`src/rtl/dma_xfer_engine.sv`:
```
`default_nettype none
// ============================================================================
// Module      : dma_xfer_engine
// Description : Word-at-a-time DMA sequencer that sits behind the DMA register
//               block. On an accepted start it copies w_count 32-bit words
//               over a single-outstanding req/ack master bus. Each word is a
//               read of the source followed by a write of the destination.
//               It reports busy/state/count and pulses done, aborted and
//               error flags.
// Ports       : clk, rst_n (async, active-low)
//               start/w_count/io_mem/io_addr/mem_addr - transfer config,
//                                                       sampled on start
//               abort         - stop at the next completed word
//               bus_req/we/addr/wdata, bus_ack/rdata/err - master bus
//               busy/state/xfer_count/err_offset      - status
//               done/aborted/err_bus/err_timeout/err_align - one-cycle pulses
// Revision    : 1.0 - initial release
// ============================================================================
module dma_xfer_engine #(
  parameter int unsigned TIMEOUT_CYC = 255,
  parameter logic [31:0] MEM_STRIDE  = 32'd4,
  parameter logic [31:0] IO_STRIDE   = 32'd0
) (
  input  logic        clk,
  input  logic        rst_n,
  input  logic        start,
  input  logic [14:0] w_count,
  input  logic        io_mem,
  input  logic [31:0] io_addr,
  input  logic [31:0] mem_addr,
  input  logic        abort,
  output logic        bus_req,
  output logic        bus_we,
  output logic [31:0] bus_addr,
  output logic [31:0] bus_wdata,
  input  logic        bus_ack,
  input  logic [31:0] bus_rdata,
  input  logic        bus_err,
  output logic        busy,
  output logic [3:0]  state,
  output logic        done,
  output logic        aborted,
  output logic        err_bus,
  output logic        err_timeout,
  output logic        err_align,
  output logic [31:0] xfer_count,
  output logic [15:0] err_offset
);

  // The wait counter only ever holds 0..TIMEOUT_CYC-1.
  localparam int unsigned TMO_W = (TIMEOUT_CYC > 1) ? $clog2(TIMEOUT_CYC) : 1;
  localparam logic [TMO_W-1:0] TMO_LAST = TMO_W'(TIMEOUT_CYC - 1);

  typedef enum logic [3:0] {
    S_IDLE = 4'd0,
    S_RD   = 4'd1,
    S_WR   = 4'd2,
    S_DONE = 4'd3,
    S_ERR  = 4'd4
  } state_e;

  localparam logic [1:0] E_BUS   = 2'd0;
  localparam logic [1:0] E_TMO   = 2'd1;
  localparam logic [1:0] E_ALIGN = 2'd2;

  state_e            state_q, state_d;
  logic [31:0]       xfer_q, xfer_d;
  logic [14:0]       wcnt_q, wcnt_d;
  logic              dir_q, dir_d;
  logic [31:0]       src_q, src_d;
  logic [31:0]       dst_q, dst_d;
  logic [31:0]       hold_q, hold_d;
  logic [TMO_W-1:0]  tmo_q, tmo_d;
  logic              abort_lat_q, abort_lat_d;
  logic              end_abort_q, end_abort_d;
  logic [1:0]        err_kind_q, err_kind_d;

  logic              bus_req_q, bus_req_d;
  logic              bus_we_q, bus_we_d;
  logic [31:0]       bus_addr_q, bus_addr_d;
  logic [31:0]       bus_wdata_q, bus_wdata_d;
  logic              busy_q, busy_d;
  logic              done_q, done_d;
  logic              aborted_q, aborted_d;
  logic              err_bus_q, err_bus_d;
  logic              err_timeout_q, err_timeout_d;
  logic              err_align_q, err_align_d;
  logic [15:0]       err_offset_q, err_offset_d;

  logic [31:0]       xfer_inc;
  logic [31:0]       src_stride;
  logic [31:0]       dst_stride;

  assign xfer_inc   = xfer_q + 32'd1;
  // io_mem=1 reads the IO side and writes memory; io_mem=0 is the reverse.
  assign src_stride = dir_q ? IO_STRIDE  : MEM_STRIDE;
  assign dst_stride = dir_q ? MEM_STRIDE : IO_STRIDE;

  always_comb begin
    state_d     = state_q;
    xfer_d      = xfer_q;
    wcnt_d      = wcnt_q;
    dir_d       = dir_q;
    src_d       = src_q;
    dst_d       = dst_q;
    hold_d      = hold_q;
    tmo_d       = '0;
    abort_lat_d = abort_lat_q;
    end_abort_d = end_abort_q;
    err_kind_d  = err_kind_q;

    case (state_q)
      S_IDLE: begin
        abort_lat_d = 1'b0;
        // A simultaneous abort cancels the start.
        if (start && !abort) begin
          wcnt_d      = w_count;
          dir_d       = io_mem;
          src_d       = io_mem ? io_addr  : mem_addr;
          dst_d       = io_mem ? mem_addr : io_addr;
          xfer_d      = 32'd0;
          end_abort_d = 1'b0;
          if ((io_addr[1:0] != 2'b00) || (mem_addr[1:0] != 2'b00)) begin
            state_d    = S_ERR;
            err_kind_d = E_ALIGN;
          end else if (w_count == 15'd0) begin
            state_d = S_DONE;
          end else begin
            state_d = S_RD;
          end
        end
      end

      S_RD, S_WR: begin
        // Abort only takes effect at a write ack, so the word in flight
        // always completes.
        abort_lat_d = abort_lat_q | abort;
        if (bus_ack) begin
          if (bus_err) begin
            state_d    = S_ERR;
            err_kind_d = E_BUS;
          end else if (state_q == S_RD) begin
            hold_d  = bus_rdata;
            state_d = S_WR;
          end else begin
            xfer_d = xfer_inc;
            src_d  = src_q + src_stride;
            dst_d  = dst_q + dst_stride;
            if (xfer_inc == {17'd0, wcnt_q}) begin
              state_d = S_DONE;
            end else if (abort_lat_q || abort) begin
              state_d     = S_DONE;
              end_abort_d = 1'b1;
            end else begin
              state_d = S_RD;
            end
          end
        end else if (tmo_q == TMO_LAST) begin
          state_d    = S_ERR;
          err_kind_d = E_TMO;
        end else begin
          tmo_d = tmo_q + TMO_W'(1);
        end
      end

      S_DONE, S_ERR: begin
        abort_lat_d = 1'b0;
        state_d     = S_IDLE;
      end

      default: state_d = S_IDLE;
    endcase

    // Bus outputs follow the state being entered so the request is visible in
    // the first cycle of RD/WR and drops as soon as the FSM leaves them.
    bus_req_d   = (state_d == S_RD) || (state_d == S_WR);
    busy_d      = bus_req_d;
    bus_we_d    = (state_d == S_WR);
    bus_addr_d  = bus_addr_q;
    bus_wdata_d = bus_wdata_q;
    if (state_d == S_RD) begin
      bus_addr_d = src_d;
    end else if (state_d == S_WR) begin
      bus_addr_d  = dst_d;
      bus_wdata_d = hold_d;
    end

    // Completion pulses are emitted on the way out of DONE/ERR.
    done_d        = (state_q == S_DONE);
    aborted_d     = (state_q == S_DONE) && end_abort_q;
    err_bus_d     = (state_q == S_ERR) && (err_kind_q == E_BUS);
    err_timeout_d = (state_q == S_ERR) && (err_kind_q == E_TMO);
    err_align_d   = (state_q == S_ERR) && (err_kind_q == E_ALIGN);
    err_offset_d  = (state_q == S_ERR) ? xfer_q[15:0] : err_offset_q;
  end

  always_ff @(posedge clk or negedge rst_n) begin
    if (!rst_n) begin
      state_q       <= S_IDLE;
      xfer_q        <= '0;
      wcnt_q        <= '0;
      dir_q         <= 1'b0;
      src_q         <= '0;
      dst_q         <= '0;
      hold_q        <= '0;
      tmo_q         <= '0;
      abort_lat_q   <= 1'b0;
      end_abort_q   <= 1'b0;
      err_kind_q    <= E_BUS;
      bus_req_q     <= 1'b0;
      bus_we_q      <= 1'b0;
      bus_addr_q    <= '0;
      bus_wdata_q   <= '0;
      busy_q        <= 1'b0;
      done_q        <= 1'b0;
      aborted_q     <= 1'b0;
      err_bus_q     <= 1'b0;
      err_timeout_q <= 1'b0;
      err_align_q   <= 1'b0;
      err_offset_q  <= '0;
    end else begin
      state_q       <= state_d;
      xfer_q        <= xfer_d;
      wcnt_q        <= wcnt_d;
      dir_q         <= dir_d;
      src_q         <= src_d;
      dst_q         <= dst_d;
      hold_q        <= hold_d;
      tmo_q         <= tmo_d;
      abort_lat_q   <= abort_lat_d;
      end_abort_q   <= end_abort_d;
      err_kind_q    <= err_kind_d;
      bus_req_q     <= bus_req_d;
      bus_we_q      <= bus_we_d;
      bus_addr_q    <= bus_addr_d;
      bus_wdata_q   <= bus_wdata_d;
      busy_q        <= busy_d;
      done_q        <= done_d;
      aborted_q     <= aborted_d;
      err_bus_q     <= err_bus_d;
      err_timeout_q <= err_timeout_d;
      err_align_q   <= err_align_d;
      err_offset_q  <= err_offset_d;
    end
  end

  assign bus_req     = bus_req_q;
  assign bus_we      = bus_we_q;
  assign bus_addr    = bus_addr_q;
  assign bus_wdata   = bus_wdata_q;
  assign busy        = busy_q;
  assign state       = state_q;
  assign done        = done_q;
  assign aborted     = aborted_q;
  assign err_bus     = err_bus_q;
  assign err_timeout = err_timeout_q;
  assign err_align   = err_align_q;
  assign xfer_count  = xfer_q;
  assign err_offset  = err_offset_q;

endmodule
`default_nettype wire

```
`config.mk`:
```
export PLATFORM = sky130hd
export DESIGN_NAME = dma_xfer_engine
export DESIGN_NICKNAME = d
export VERILOG_FILES = /design/src/rtl/dma_xfer_engine.sv
export SDC_FILE = /design/constraint.sdc
export NUM_CORES = 1
export LEC_CHECK = 0
export CORE_UTILIZATION = 45
export CTS_CLUSTER_SIZE = 24
export DETAILED_ROUTE_END_ITERATION = 8
export GPL_TIMING_DRIVEN = 0
export PLACE_DENSITY = 0.7
export SETUP_SLACK_MARGIN = 0.3
export SYNTH_ARGS = -nofsm -noshare
export SYNTH_HDL_FRONTEND = slang
export SYNTH_SLANG_ARGS = --single-unit
```
`constraint.sdc`:
```
create_clock -name clk -period 6.4 [get_ports clk]
set_input_delay 0.96 -clock clk [delete_from_list [all_inputs] [get_ports clk]]
set_output_delay 0.96 -clock clk [all_outputs]
set_load 0.02 [all_outputs]
```
==> impl_metrics.ini, run 1 <==
[run_status]
status = finished, violations left
violations = DRC

[placed_design]
dpl.hpwl_um = 31700
post-place-ws_ns = 1.73
numPortBuffers = 241
place.gp.congestion = 0.974
dpl-instance-area_sq_mm = 0.0165

[sta]
fin_ws_ns = 2.07
max-slew-margin-rel = 0.158
holdWs_ns = 0.363
slew_violations = 0
timing_hold_violations_final = 0
rsz0062_at_grt = false
min_period_over_period = 0.677
setup_viol = 0
min_period_ns = 4.33
worstMarginPinSlew_ns = 1.26
fmax_ghz = 0.231
skew_ns = 0.0234

[critical_path]
crit_path_max_incr_delay_ns = 0.64
cp.required_ns = 6.84
start_kind = flop
critPathCaptureType = flop
crit_chain = clkbuf_1, a211o_1, clkbuf_1, a31oi_2, nand2_1, nor3_1, a21oi_1, a211oi_1, buf_2, buf_2, mux2_2
cp_max_fo = 10
crit_slowest_cell = a31oi_2
crit_buf_inv = 4
crit_type = reg -> reg
crit_arrival_ns = 4.77
critPathTopFamily = compound AO/OA/AOI/OAI gates

[clocking]
cts_max_path_buffers = 3
cts_tree = yes
cts_made_buffers = 28
cts_setup_buffers = 0
postCtsHoldBufs = 0
clk_pin_slew_ns = 0.06
htree_levels = 1
root_buffer = clkbuf_16
cts_sinks = 247
insertion_delay_ns = 0.56
cts_resized = 0

[floorplan]
io_pins = 242
dieWidth_um = 175
die_height_um = 175
start_util = 0.456
core_area_sq_mm = 0.0296
row_count = 63
dieArea_sq_mm = 0.0307

[yosys]
synth_flop_cell = dfrtp_1
yosys_warnings = 0
avgSynthCellArea_sq_um = 9.77
syn_nets = 1505
synth_area_sq_mm = 0.0135
ys_seq_area_frac = 0.458
synth.distinct_cells = 86
async_flop_share = 1.00
syn_inst = 1380
synth-edff-count = 0
synth-seq-cells = 247

[finish]
fin_area_sq_mm = 0.0175
fillers = 2577
final_common_cell = dfrtp_1
fin_nets = 1778
antenna_cells = 0
layout-drive-gt1-share = 0.126
final_cell_mix = 247 x dfrtp_1, 240 x clkdlybuf4s50_1, 191 x nand2_1, 95 x o21ai_0, 91 x mux2_2
area_growth_pct = 29.5

[job]
maxCapViolCount = 0

[global_route]
grt_max_degree = 96
grt_pass1_vias = 12000
overflow = 0
grt_use_total = 0.284
grt_pass1_wl_um = 67600
grt_antenna_before_repair = 1

[power_and_ir_drop]
leakage_nw = 7.56
powerDensity_mw_per_mm2 = 278
total_power_mw = 4.85
irDropWorstVdd_mv = 0.254

[drt]
routed_wl_um = 43600
ant_nets = 0
wl_per_cell_um = 21.1
dr.pass1.iters = 8
via_per_inst = 5.97
routed-via-count = 12300
drc_errors = 2
drtIter0Drc = 1164

[min_path]
hp-class = in -> async
==> per-stage QoR <==
| stage | cells | utilization | setup TNS (ns) |
|---|---|---|---|
| floorplan | 1380 | - | 0 |
| global placement | 2011 | 0.554 | -1553.90 |
| detailed placement | 2013 | 0.557 | 0 |
| CTS | 2065 | 0.591 | 0 |
| global route | 2065 | 0.591 | 0 |
| finish | 2065 | 0.591 | 0 |
==> cells in the mapped netlist (4+ instances only) <==
cell	count	area [sq um]
xor2_1	21	184
o211ai_1	11	82.6
a221oi_1	6	52.6
nor3_1	19	95.1
or4_1	5	37.5
mux2_2	91	1020
nand4_1	32	200
nor4_1	22	138
o221ai_1	21	184
clkbuf_1	61	229
and2_1	16	100
nor3b_1	4	30.0
a31oi_1	16	100
buf_2	16	80.1
nor2_1	76	285
clkbuf_2	4	20.0
ha_1	7	87.6
nor4b_1	5	43.8
dfrtp_1	247	6180
mux2i_1	54	541
nand3_1	41	205
o21ai_0	95	475
o41ai_1	5	43.8
o31ai_1	9	67.6
nand2_1	191	717
o32a_1	4	40.0
a21oi_1	40	200
and3_1	22	138
buf_1	9	33.8
inv_1	79	297
a221o_1	5	50.1
and4_1	13	114
o221ai_2	29	435
a211o_1	5	43.8
buf_6	4	45.0
xnor2_1	17	149
==> worst register-to-register path, cell delays in order, from the launching register on <==
cell	delay, ns
dfrtp_1	0.44
clkbuf_1	0.25
a211o_1	0.27
clkbuf_1	0.27
a31oi_2	0.64
nand2_1	0.35
nor3_1	0.34
a21oi_1	0.12
a211oi_1	0.45
buf_2	0.37
buf_2	0.36
mux2_2	0.38
==> registers in the layout (all words and copies together), names as in the netlist, 2 cells and up <==
register and flops:
err_kind_q 2, bus_wdata 32, xfer_count 32, src_q 32, wcnt_q 15, hold_q 32
err_offset 16, bus_addr 32, dst_q 32, state 4, tmo_q 8
==> cell families after synthesis <==
kind of cell,synth area share
AOI/OAI and AO/OA,0.162
xor gates and xnor gates,0.0298
adders and majority gates,0.00649
buffers and inverters,0.0528
DFF,0.458
muxes,0.116
other,0.000278
and+or+nand+nor,0.174
==> layout make-up <==
type | instances | area [sq um] | area share
clock inverter | 10 | 186 | 0.0107
clock buffer | 42 | 823 | 0.0471
sequential | 247 | 6180 | 0.354
buffer | 95 | 415 | 0.0238
timing repair buffer | 243 | 2470 | 0.142
multi-input combinational | 959 | 6600 | 0.378
tap | 390 | 488 | 0.0279
inverter | 79 | 297 | 0.0170
==> per-layer routing <==
| layer | up-vias | global-route usage | part of all wire |
|---|---|---|---|
| met2 | 635 | 0.453 | 0.46 |
| met5 | - | 0 | 0.00018 |
| met4 | 2 | 0.108 | 0.040 |
| met3 | 115 | 0.0572 | 0.091 |
| li1 | 5555 | - | - |
| met1 | 6015 | 0.381 | 0.41 |
==> where the power goes <==
group / internal, mW / switching, mW / leakage [nW]
clock: 1.09 / 0.661 / 0.497
combinational: 0.510 / 0.595 / 3.81
sequential: 1.79 / 0.207 / 3.25
==> path summary, 6_finish.rpt <==
kind / from / to / slack [ns] / cells after the start
setup / recovery: state[2] / bus_wdata[28] / 2.07 / 11
hold / removal: rst_n / xfer_count[25] / 0.36 / 1
setup reg to reg: state[2] / bus_wdata[28] / 2.07 / 11
hold reg to reg: err_kind_q[0] / err_bus / 0.44 / 1
max in group asynchronous: rst_n / dst_q[24] / 4.73 / 3
min in group clk: err_kind_q[0] / err_bus / 0.44 / 1
(Power assumes the default switching activity.)
==> run 2, diff against run 1 <==
- clock period: 6.4 -> 4.3 ns (I/O delays scaled with it)
==> impl_metrics.ini, run 2 (synthesis results as in run 1) <==
[clocking]
cts_sinks = 247
cts_made_buffers = 28
cts_tree = yes
postCtsHoldBufs = 0
root_buffer = clkbuf_16
clk_pin_slew_ns = 0.06
insertion_delay_ns = 0.56
htree_levels = 1
cts_max_path_buffers = 3

[finish]
final_util = 0.595
layout-drive-gt1-share = 0.136
area_growth_pct = 30.3
final_common_cell = dfrtp_1
fin_area_sq_mm = 0.0176
fin_nets = 1783
antenna_cells = 0
final_cell_mix = 246 x dfrtp_1, 240 x clkdlybuf4s50_1, 191 x nand2_1, 95 x o21ai_0, 91 x mux2_2
fillers = 2566

[sta]
skew_ns = 0.0232
slew_violations = 0
worstMarginPinSlew_ns = 1.26
min_period_over_period = 0.892
max-slew-margin-rel = 0.161
fin_tns_setup_ns = 0
timing_hold_violations_final = 0
rsz0062_at_grt = false
setup_viol = 0
min_period_ns = 3.84
fmax_ghz = 0.261

[global_route]
grt_use_total = 0.285
grt_pass1_wl_um = 67700
grt_antenna_before_repair = 1
overflow = 0
grt_pass1_vias = 12100
grt_max_degree = 96

[drt]
drc_errors = 2
routed_wl_um = 43600
wl_per_cell_um = 21.1
ant_nets = 0
dr.pass1.iters = 8
routed-via-count = 12300
via_per_inst = 5.95
drtIter0Drc = 1380

[critical_path]
crit_arrival_ns = 4.32
crit_type = reg -> reg
crit_top_cell = clkbuf_1
cp.required_ns = 4.78
regToRegStartpoint = state[3]
cp_max_fo = 10
rrSetupSlack_ns = 0.46
start_kind = flop
critPathTopFamily = buffers and inverters
reg2reg_depth = 11
crit_chain = clkbuf_1, a211o_1, clkbuf_2, a31o_2, clkbuf_1, nor2_1, clkbuf_1, buf_2, buf_1, nand2_1, nand2_1
rr_endpoint = wcnt_q[13]
crit_buf_inv = 6
crit_slowest_cell = clkbuf_1
crit_path_max_incr_delay_ns = 0.55
critPathCaptureType = flop

[floorplan]
io_pins = 242
row_count = 63
dieWidth_um = 175
die_height_um = 175
core_area_sq_mm = 0.0296
start_util = 0.456
dieArea_sq_mm = 0.0307

[job]
maxCapViolCount = 0

[power_and_ir_drop]
leakage_nw = 7.60
powerDensity_mw_per_mm2 = 411
irDropWorstVdd_mv = 0.376
total_power_mw = 7.22

[placed_design]
place.gp.congestion = 0.974
dpl.hpwl_um = 31700
numPortBuffers = 241
dpl-instance-area_sq_mm = 0.0165

[min_path]
hp-class = in -> async

[run_status]
violations = DRC
status = finished, violations left
-- run 2: changes by cell type in the layout (fill, tap and decap cells not counted), sizes merged --
| cell | delta |
|---|---|
| buf | +6 |
| clkbuf | -1 |
-- run 2: power by group --
group / switching [mW] / total, mW / internal (mW)
clock network: 0.980 / 2.60 / 1.62
registers: 0.306 / 2.98 / 2.67
logic: 0.888 / 1.65 / 0.763
-- run 2: worst max path at each step --
stage                        startpoint             to  slack (ns)  depth (start not counted)
after CTS                      state[2]  bus_wdata[26]        0.30                          9
after global placement            rst_n   bus_addr[14]       -8.11                          1
after global routing           state[1]  bus_wdata[28]        0.30                         12
final                          state[3]     wcnt_q[13]        0.46                         11
after detailed placement          abort  bus_wdata[26]       -0.05                         10
after floorplan           xfer_count[0]   bus_addr[10]        1.04                         11
-- run 2: through the flow --
stage | std cells | worst slack, ns | hold WS, ns
2_1_floorplan | 1380 | 1.04 | 0.349
6_report | 2070 | 0.464 | 0.0390
3_5_place_dp | 2013 | -0.0545 | 0.425
4_1_cts | 2066 | 0.301 | 0.0550
3_3_place_gp | 2011 | -8.11 | 0.416
5_1_grt | 2070 | 0.304 | 0.0912
-- run 2: layer usage --
metal | part of all wire | track usage | vias up
li1 | - | - | 5587
met1 | 0.41 | 0.381 | 5970
met2 | 0.46 | 0.454 | 635
met3 | 0.089 | 0.0574 | 114
met4 | 0.039 | 0.109 | 2
met5 | 0.00018 | 0 | -
-- run 2: layout make-up --
type	instances	area, sq um	share of cell area
Tap cell	390	488	0.0278
Clock inverter	10	186	0.0106
Sequential cell	247	6180	0.352
Timing Repair Buffer	248	2510	0.143
Multi-Input combinational cell	959	6670	0.380
Inverter	79	297	0.0169
Clock buffer	42	823	0.0468
Buffer	95	419	0.0238
-- run 2: timing repair --
action,CTS,global route
gates resized for setup,8,11
pin swaps,0,1
setup buffers,1,4
setup endpoints to repair,87,71
